File: src/rtl/pwm_sched_pkg.sv
// Shared types and constants for the PWM rise/fall edge scheduler.
package pwm_sched_pkg;

    // Default carrier/duty/phase/edge width; the edge struct is sized by it.
    localparam int PWM_W = 13;

    // Number of cycles spent flushing the read stage and the compute stage.
    localparam int DRAIN_LEN = 2;

    typedef enum logic [1:0] {
        ST_IDLE,
        ST_RUN,
        ST_DRAIN,
        ST_DONE
    } state_t;

    typedef struct packed {
        logic [PWM_W-1:0] rise;
        logic [PWM_W-1:0] fall;
        logic             full_width;
    } pwm_edge_t;

endpackage

File: src/rtl/pwm_edge_calc.sv
// Registered edge arithmetic: turns one duty/phase pair into wrapped
// rise/fall edges against the carrier period CYCLE_M1+1. Latency 1 cycle.
module pwm_edge_calc
    import pwm_sched_pkg::*;
#(
    parameter int WIDTH = PWM_W
) (
    input  logic             CLK,
    input  logic             RESET_N,
    input  logic [WIDTH-1:0] CYCLE_M1,
    input  logic [WIDTH-1:0] duty,
    input  logic [WIDTH-1:0] phase,
    output pwm_edge_t        edge_out
);

    logic [WIDTH:0] period;
    logic [WIDTH:0] duty_x;
    logic [WIDTH:0] phase_x;
    logic [WIDTH:0] h_lo;
    logic [WIDTH:0] h_hi;
    logic [WIDTH:0] rise_x;
    logic [WIDTH:0] fall_x;
    logic           full_x;

    // Wrapped edge arithmetic, one bit wider than the carrier so wraps are visible.
    // NOTE: every always_comb output gets a default first, so no path can infer a latch.
    always_comb begin
        period  = {1'b0, CYCLE_M1} + (WIDTH+1)'(1);
        duty_x  = {1'b0, duty};
        phase_x = {1'b0, phase};
        h_lo    = duty_x >> 1;
        h_hi    = (duty_x + (WIDTH+1)'(1)) >> 1;
        rise_x  = phase_x - h_lo;
        fall_x  = phase_x + h_hi;
        full_x  = (duty_x >= period);
        // A set MSB means phase - h_lo went negative: wrap forward by one period.
        if (rise_x[WIDTH]) begin
            rise_x = rise_x + period;
        end
        if (fall_x >= period) begin
            fall_x = fall_x - period;
        end
    end

    // Register the result; full width pins both edges to the phase.
    // NOTE: state uses non-blocking assignments so every flop samples pre-edge values.
    always_ff @(posedge CLK or negedge RESET_N) begin
        if (!RESET_N) begin
            edge_out <= '0;
        end else begin
            edge_out.full_width <= full_x;
            edge_out.rise       <= full_x ? phase : rise_x[WIDTH-1:0];
            edge_out.fall       <= full_x ? phase : fall_x[WIDTH-1:0];
        end
    end

endmodule

File: src/rtl/pwm_rise_fall_scheduler.sv
// Sweeps all channels of a duty/phase memory on START and writes the
// computed rise/fall edges to the per-channel edge registers.
// Optional feature: define PWM_SCHED_LATE_DETECT_EN to enable the LATE flag
// (an update still in flight when the carrier hits its last count).
module pwm_rise_fall_scheduler
    import pwm_sched_pkg::*;
#(
    parameter int WIDTH  = PWM_W,
    parameter int DEPTH  = 249,
    parameter int ADDR_W = $clog2(DEPTH)
) (
    input  logic              CLK,
    input  logic              RESET_N,
    input  logic [WIDTH-1:0]  CYCLE_M1,
    input  logic [WIDTH-1:0]  TIME_CNT,
    input  logic              START,
    output logic [ADDR_W-1:0] RD_ADDR,
    input  logic [WIDTH-1:0]  DUTY_IN,
    input  logic [WIDTH-1:0]  PHASE_IN,
    output logic              WE,
    output logic [ADDR_W-1:0] WR_ADDR,
    output logic [WIDTH-1:0]  RISE_OUT,
    output logic [WIDTH-1:0]  FALL_OUT,
    output logic              FULL_WIDTH_OUT,
    output logic              BUSY,
    output logic              DONE,
    output logic              OVERRUN,
    output logic              LATE,
    input  logic              FLAG_CLR
);

    state_t            state_q;
    state_t            state_d;
    logic [ADDR_W-1:0] rd_addr_q;
    logic [1:0]        drain_cnt_q;
    logic              last_addr;
    logic              s1_valid_q;
    logic [ADDR_W-1:0] s1_addr_q;
    logic              we_q;
    logic [ADDR_W-1:0] wr_addr_q;
    logic              overrun_q;
    pwm_edge_t         edge_q;

    assign last_addr = (rd_addr_q == ADDR_W'(DEPTH - 1));

    // State register.
    always_ff @(posedge CLK or negedge RESET_N) begin
        if (!RESET_N) begin
            state_q <= ST_IDLE;
        end else begin
            state_q <= state_d;
        end
    end

    // Next-state and status decode.
    always_comb begin
        state_d = state_q;
        BUSY    = 1'b0;
        DONE    = 1'b0;
        case (state_q)
            ST_IDLE: begin
                if (START) begin
                    state_d = ST_RUN;
                end
            end
            ST_RUN: begin
                BUSY = 1'b1;
                if (last_addr) begin
                    state_d = ST_DRAIN;
                end
            end
            ST_DRAIN: begin
                BUSY = 1'b1;
                if (drain_cnt_q == 2'(DRAIN_LEN - 1)) begin
                    state_d = ST_DONE;
                end
            end
            ST_DONE: begin
                DONE    = 1'b1;
                state_d = ST_IDLE;
            end
            default: state_d = ST_IDLE;
        endcase
    end

    // Read address walk and drain cycle counter.
    always_ff @(posedge CLK or negedge RESET_N) begin
        if (!RESET_N) begin
            rd_addr_q   <= '0;
            drain_cnt_q <= '0;
        end else begin
            if (state_q == ST_IDLE && START) begin
                rd_addr_q <= '0;
            end else if (state_q == ST_RUN && !last_addr) begin
                rd_addr_q <= rd_addr_q + ADDR_W'(1);
            end
            drain_cnt_q <= (state_q == ST_DRAIN) ? drain_cnt_q + 2'd1 : 2'd0;
        end
    end

    // Valid/address pipeline matching memory read plus edge compute latency.
    always_ff @(posedge CLK or negedge RESET_N) begin
        if (!RESET_N) begin
            s1_valid_q <= 1'b0;
            s1_addr_q  <= '0;
            we_q       <= 1'b0;
            wr_addr_q  <= '0;
        end else begin
            s1_valid_q <= (state_q == ST_RUN);
            s1_addr_q  <= rd_addr_q;
            we_q       <= s1_valid_q;
            wr_addr_q  <= s1_addr_q;
        end
    end

    // Sticky OVERRUN: a START outside IDLE; a new event beats FLAG_CLR.
    always_ff @(posedge CLK or negedge RESET_N) begin
        if (!RESET_N) begin
            overrun_q <= 1'b0;
        end else if (START && state_q != ST_IDLE) begin
            overrun_q <= 1'b1;
        end else if (FLAG_CLR) begin
            overrun_q <= 1'b0;
        end
    end

`ifdef PWM_SCHED_LATE_DETECT_EN
    logic late_q;

    // Sticky LATE: carrier at its last count while a sweep is in flight.
    always_ff @(posedge CLK or negedge RESET_N) begin
        if (!RESET_N) begin
            late_q <= 1'b0;
        end else if (BUSY && TIME_CNT == CYCLE_M1) begin
            late_q <= 1'b1;
        end else if (FLAG_CLR) begin
            late_q <= 1'b0;
        end
    end

    assign LATE = late_q;
`else
    // Carrier count is only needed for LATE detection.
    logic unused_time_cnt;
    assign unused_time_cnt = ^TIME_CNT;
    assign LATE            = 1'b0;
`endif

    pwm_edge_calc #(
        .WIDTH (WIDTH)
    ) u_edge_calc (
        .CLK      (CLK),
        .RESET_N  (RESET_N),
        .CYCLE_M1 (CYCLE_M1),
        .duty     (DUTY_IN),
        .phase    (PHASE_IN),
        .edge_out (edge_q)
    );

    assign RD_ADDR        = rd_addr_q;
    assign WE             = we_q;
    assign WR_ADDR        = wr_addr_q;
    assign RISE_OUT       = edge_q.rise;
    assign FALL_OUT       = edge_q.fall;
    assign FULL_WIDTH_OUT = edge_q.full_width;
    assign OVERRUN        = overrun_q;

endmodule
File: config.mk
export PLATFORM = sky130hd
export DESIGN_NAME = pwm_rise_fall_scheduler
export DESIGN_NICKNAME = d
export VERILOG_FILES = /design/src/rtl/pwm_sched_pkg.sv /design/src/rtl/pwm_edge_calc.sv /design/src/rtl/pwm_rise_fall_scheduler.sv
export SDC_FILE = /design/constraint.sdc
export NUM_CORES = 1
export LEC_CHECK = 0
export ABC_AREA = 1
export CAP_MARGIN = 20
export CORE_ASPECT_RATIO = 1.2
export CORE_MARGIN = 4
export CORE_UTILIZATION = 55
export CTS_CLUSTER_SIZE = 14
export DETAILED_ROUTE_END_ITERATION = 8
export PLACE_DENSITY = 0.91
export SLEW_MARGIN = 10
export SYNTH_ARGS = -nofsm -noshare
export SYNTH_HDL_FRONTEND = slang
export SYNTH_SLANG_ARGS = --single-unit
export TNS_END_PERCENT = 100
File: constraint.sdc
create_clock -name CLK -period 1.9 [get_ports CLK]
set_input_delay 0.19 -clock CLK [delete_from_list [all_inputs] [get_ports CLK]]
set_output_delay 0.19 -clock CLK [all_outputs]
set_load 0.05 [all_outputs]
==> results.json, run 1 <==
{
  "die_w_um": 103,
  "place_ws_ns": -2.47,
  "synth_area_per_cell_um2": 6.70,
  "yosysSeqAreaShare": 0.244,
  "place_hpwl_um": 19500,
  "syn_inst": 887,
  "syn-num-nets": 1021,
  "root_buffer": "clkbuf_16",
  "yosys_warnings": 0,
  "ctsLongestPathBuffers": 2,
  "chipHeight_um": 122,
  "syn_area_um2": 5950,
  "io_buffers": 89,
  "initial_utilization": 0.563,
  "synth-seq-cells": 58,
  "place.gp.congestion": 1.07,
  "stop_stage": "4_1_cts",
  "cts_resized": 380,
  "post_cts_buffers": 45,
  "status": "did not finish",
  "cts_hold_buf": 1,
  "htree_num_levels": 3,
  "numCtsBuffers": 9,
  "io_pins": 104,
  "rows": 41,
  "tool.error": "[ERROR DPL-0038] Utilization greater than 100%, impossible to legalize",
  "clkSinkCount": 58,
  "ys_types": 34
}
==> synthesized netlist by cell type <==
library cell  count  share of area
nand2_1         254           0.16
inv_1           145          0.092
nand3_1          83          0.070
ha_1             74           0.16
nor2_1           68          0.043
dfrtp_1          58           0.24
a21oi_1          47          0.040
xor2_1           34          0.050
o21ai_0          28          0.024
nand4_1          16          0.017
nor3_1           12          0.010
xnor2_1          11          0.016
nand2_2           9         0.0095
o21bai_1          9          0.011
nand3_2           5         0.0084
buf_2             4         0.0034
fa_1              4          0.013
buf_6             3         0.0057
nand3b_1          3         0.0038
or2_2             3         0.0032
a21o_1            2         0.0025
a31oi_1           2         0.0021
and2_1            2         0.0021
a21boi_0          1         0.0013
buf_4             1         0.0013
clkinv_1          1        0.00063
conb_1            1        0.00063
inv_4             1         0.0011
nand2_4           1         0.0019
nor2_2            1         0.0011
nor3b_2           1         0.0021
o21a_1            1         0.0013
o21ai_2           1         0.0015
o22ai_1           1         0.0011
==> kinds of logic after synthesis <==
family                     Yosys count  synth area share
buffers and inverters              155             0.104
other                                1          0.000631
and+or+nand+nor                    458             0.332
xor gates and xnor gates            45            0.0663
adders and majority gates           78             0.169
DFF                                 58             0.244
AOI/OAI and AO/OA                   92            0.0842
==> stage by stage <==
step	instance area, um2	hold WS (ns)	cells
after global placement	8720	0.206	1302
after floorplan	6210	-0.106	887
after detailed placement	8720	0.225	1302
==> inputs of run 2 (changes only) <==
--- a/config.mk
+++ b/config.mk
@@ -7,12 +7,10 @@
 export LEC_CHECK = 0
 export ABC_AREA = 1
 export CAP_MARGIN = 20
-export CORE_ASPECT_RATIO = 1.2
 export CORE_MARGIN = 4
-export CORE_UTILIZATION = 55
-export CTS_CLUSTER_SIZE = 14
+export CORE_UTILIZATION = 40
 export DETAILED_ROUTE_END_ITERATION = 8
-export PLACE_DENSITY = 0.91
+export PLACE_DENSITY_LB_ADDON = 0.15
 export SLEW_MARGIN = 10
 export SYNTH_ARGS = -nofsm -noshare
 export SYNTH_HDL_FRONTEND = slang
==> run 2 against run 1 <==
The flow now finishes, with violations (setup timing). Synthesized cell count is the same. Synthesized area stayed put.
==> results.json, run 2 <==
{
  "drc": 0,
  "rr_endpoint": "RD_ADDR[2]$_DFFE_PN0P_",
  "area_growth_syn_to_layout_pct": 89.2,
  "largest_register_ffs": 27,
  "hold_violations": 0,
  "htree_num_levels": 3,
  "synth_area_per_cell_um2": 6.70,
  "place_inst": 1379,
  "synthFlopType": "dfrtp_1",
  "power_per_cell_area_nw_per_um2": 927,
  "synthArstFlopShare": 1.00,
  "place.gp.congestion": 0.954,
  "worstHoldPathCells": 4,
  "die_w_um": 130,
  "hold_start": "PHASE_IN[4]",
  "io_pins": 104,
  "dr.pass1.iters": 5,
  "dpl_cell_area_um2": 8960,
  "grt_setup_unrepaired": "yes",
  "timing.fmax_mhz": 296,
  "grt_pass1_vias": 6918,
  "overflow": 0,
  "grt_usage": 0.267,
  "synth_top_area_share": 0.244,
  "clk_pin_slew_ns": 0.06,
  "fin_area_um2": 11300,
  "synth-seq-cells": 58,
  "io_buffers": 89,
  "initial_utilization": 0.409,
  "antenna_found_initial": 0,
  "p_switching_mw": 4.80,
  "cellLeakagePower_nw": 5.68,
  "power_report.internal_total_mw": 5.63,
  "reg2reg_slack_ns": 0.13,
  "root_buffer": "clkbuf_16",
  "max_slew.worst_pin.slew_ns": 0.592,
  "core-area_um2": 14500,
  "swShare": 0.460,
  "min_to": "u_edge_calc.edge_out[5]$_DFF_PN0_",
  "wl_per_cell_um": 18.1,
  "finalClockSkew_ns": 0.00906,
  "startpoint_type": "input port",
  "final-setup-viol-count": 27,
  "final_common_cell": "buf_4",
  "syn_inst": 887,
  "critPathKind": "in2reg",
  "synth_xor_area_frac": 0.0663,
  "ys_types": 34,
  "synthTopCellsByCount": "nand2_1 (254), inv_1 (145), nand3_1 (83)",
  "num_vias": 7612,
  "r2r_start": "RD_ADDR[1]$_DFFE_PN0P_",
  "place_hpwl_um": 16800,
  "status": "finished with violations",
  "synthAdderAreaFrac": 0.169,
  "grt_start_max_net_pins": 45,
  "syn-num-nets": 1021,
  "clkSinkCount": 58,
  "violations": "setup timing",
  "min-delay-path-class": "in2reg",
  "numCtsBuffers": 9,
  "finalNonFillerCells": 1438,
  "synth_area_leaders": "dfrtp_1 (24%), nand2_1 (16%), ha_1 (16%), inv_1 (9.2%), nand3_1 (7.0%)",
  "synth-edff-count": 0,
  "die_area_um2": 16900,
  "end_kind": "register",
  "layout-drive-gt1-share": 0.480,
  "yosysSeqAreaShare": 0.244,
  "min_period_over_period": 1.78,
  "chipHeight_um": 130,
  "ir_drop_v": 0.000483,
  "synthSimpleGateAreaFrac": 0.332,
  "synth_top_family_by_area": "simple AND/OR/NAND/NOR gates",
  "final_nets": 1383,
  "required_ns": 2.12,
  "ctsLongestPathBuffers": 2,
  "synth_compound_area_frac": 0.0842,
  "p_comb_frac": 0.663,
  "antenna_cells": 0,
  "cts_tree": "done",
  "drtIter0Drc": 661,
  "ant_nets": 0,
  "slew_headroom": 0.601,
  "final_cell_mix": "buf_4 (237), nand2_1 (181), inv_1 (117), nand2_2 (58)",
  "reg2reg_depth": 11,
  "vias_per_cell": 5.29,
  "pwr-share-seq": 0.162,
  "period_needed_ns": 3.38,
  "cap_viol_max_count": 0,
  "largest_register": "u_edge_calc.edge_out",
  "yosys_warnings": 0,
  "yosysTopAreaCell": "dfrtp_1",
  "syn_area_um2": 5950,
  "fin_hold_ws_ns": 0.250,
  "cp_max_fo": 13,
  "clkPwrFrac": 0.176,
  "fill_cells": 980,
  "clk_latency_ns": 0.35,
  "muxShareOfSynthArea": 0,
  "rows": 44,
  "post-route-worst-setup-slack_ns": -1.48,
  "synthMostInstantiatedCell": "nand2_1",
  "worstPathArrival_ns": 3.60,
  "finalMaxSlewViolations": 0,
  "grt_pass1_wl_um": 35200,
  "tns_ns": -26.36,
  "wl_um": 26000
}
run 2: cell counts after synthesis:
Identical to the previous run, type by type.
run 2: area by class of cell:
cell class | count | area, um2 | share of cell area
sequential | 58 | 1450 | 0.129
multi-input combinational | 674 | 5560 | 0.494
clock buffer | 9 | 225 | 0.0200
clock inverter | 7 | 101 | 0.00901
timing repair buffer | 358 | 3080 | 0.274
timing repair inverter | 1 | 16.3 | 0.00145
tap | 184 | 230 | 0.0205
inverter | 147 | 584 | 0.0519
run 2: what timing repair did:
item,in CTS,in global routing
endpoints found under the hold margin,14,0
hold buffers,1,0
setup buffers,19,27
pin swaps,65,99
cloned,2,0
resized for setup,249,236
endpoints found under the setup margin,27,31
run 2: cells by family (layout without fill, tap and decap cells):
family	count (synthesis)	after routing
flip-flops	58	58
XOR/XNOR	45	45
other	1	1
buffers and inverters	155	522
AO/OA/AOI/OAI	92	92
AND/OR/NAND/NOR	458	458
adder cells (fa/ha/maj)	78	78
run 2: worst max-delay path, cell delays in order:
cell and delay (ns):
buf_8 0.09, ha_4 0.15, nand3_4 0.09, nor3_4 0.16, nand3_2 0.13, buf_6 0.14
nor3_4 0.21, xor2_1 0.19, ha_1 0.32, nand2_2 0.13, inv_2 0.04, a21oi_2 0.15
nand3_2 0.10, a21oi_2 0.14, o21bai_1 0.07, ha_1 0.34, a21oi_1 0.16, nand2_1 0.08
a21oi_2 0.16, nand3_4 0.14, inv_8 0.13, nand2_1 0.09, nand3_1 0.10, nand2_1 0.07
run 2: power by group through the flow:
stage / registers, mW / logic [mW] / clock network [mW]
finish: 1.68 / 6.91 / 1.83
global route: 1.72 / 7.34 / 1.90
CTS: 1.68 / 5.85 / 1.85
detailed placement: 1.70 / 5.25 / 0
global placement: 1.70 / 5.20 / 0
floorplan: 2.51 / 2.31 / 0
run 2: worst max path at each step:
stage	from	depth (start not counted)	to	slack [ns]
floorplan	DUTY_IN[0]	28	u_edge_calc.edge_out[13]$_DFF_PN0_	-1.31
global placement	DUTY_IN[1]	26	u_edge_calc.edge_out[11]$_DFF_PN0_	-2.38
detailed placement	DUTY_IN[0]	26	u_edge_calc.edge_out[11]$_DFF_PN0_	-2.43
CTS	DUTY_IN[1]	25	u_edge_calc.edge_out[9]$_DFF_PN0_	-1.38
global route	DUTY_IN[0]	26	u_edge_calc.edge_out[4]$_DFF_PN0_	-1.66
finish	DUTY_IN[0]	24	u_edge_calc.edge_out[4]$_DFF_PN0_	-1.48
run 2: metal layers:
metal	vias up	global-route usage	part of all wire
met2	329	0.433	0.48
li1	3559	-	-
met5	-	0	0
met3	96	0.0327	0.057
met1	3628	0.366	0.41
met4	0	0.0978	0.051
run 2: through the flow:
step	setup WS [ns]	power (mW)	util
2_1_floorplan	-1.31	4.81	-
4_1_cts	-1.38	9.38	0.701
5_1_grt	-1.66	11.0	0.774
3_5_place_dp	-2.43	6.96	0.616
6_report	-1.48	10.4	0.774
3_3_place_gp	-2.38	6.90	0.616
(Power assumes the default switching activity.)
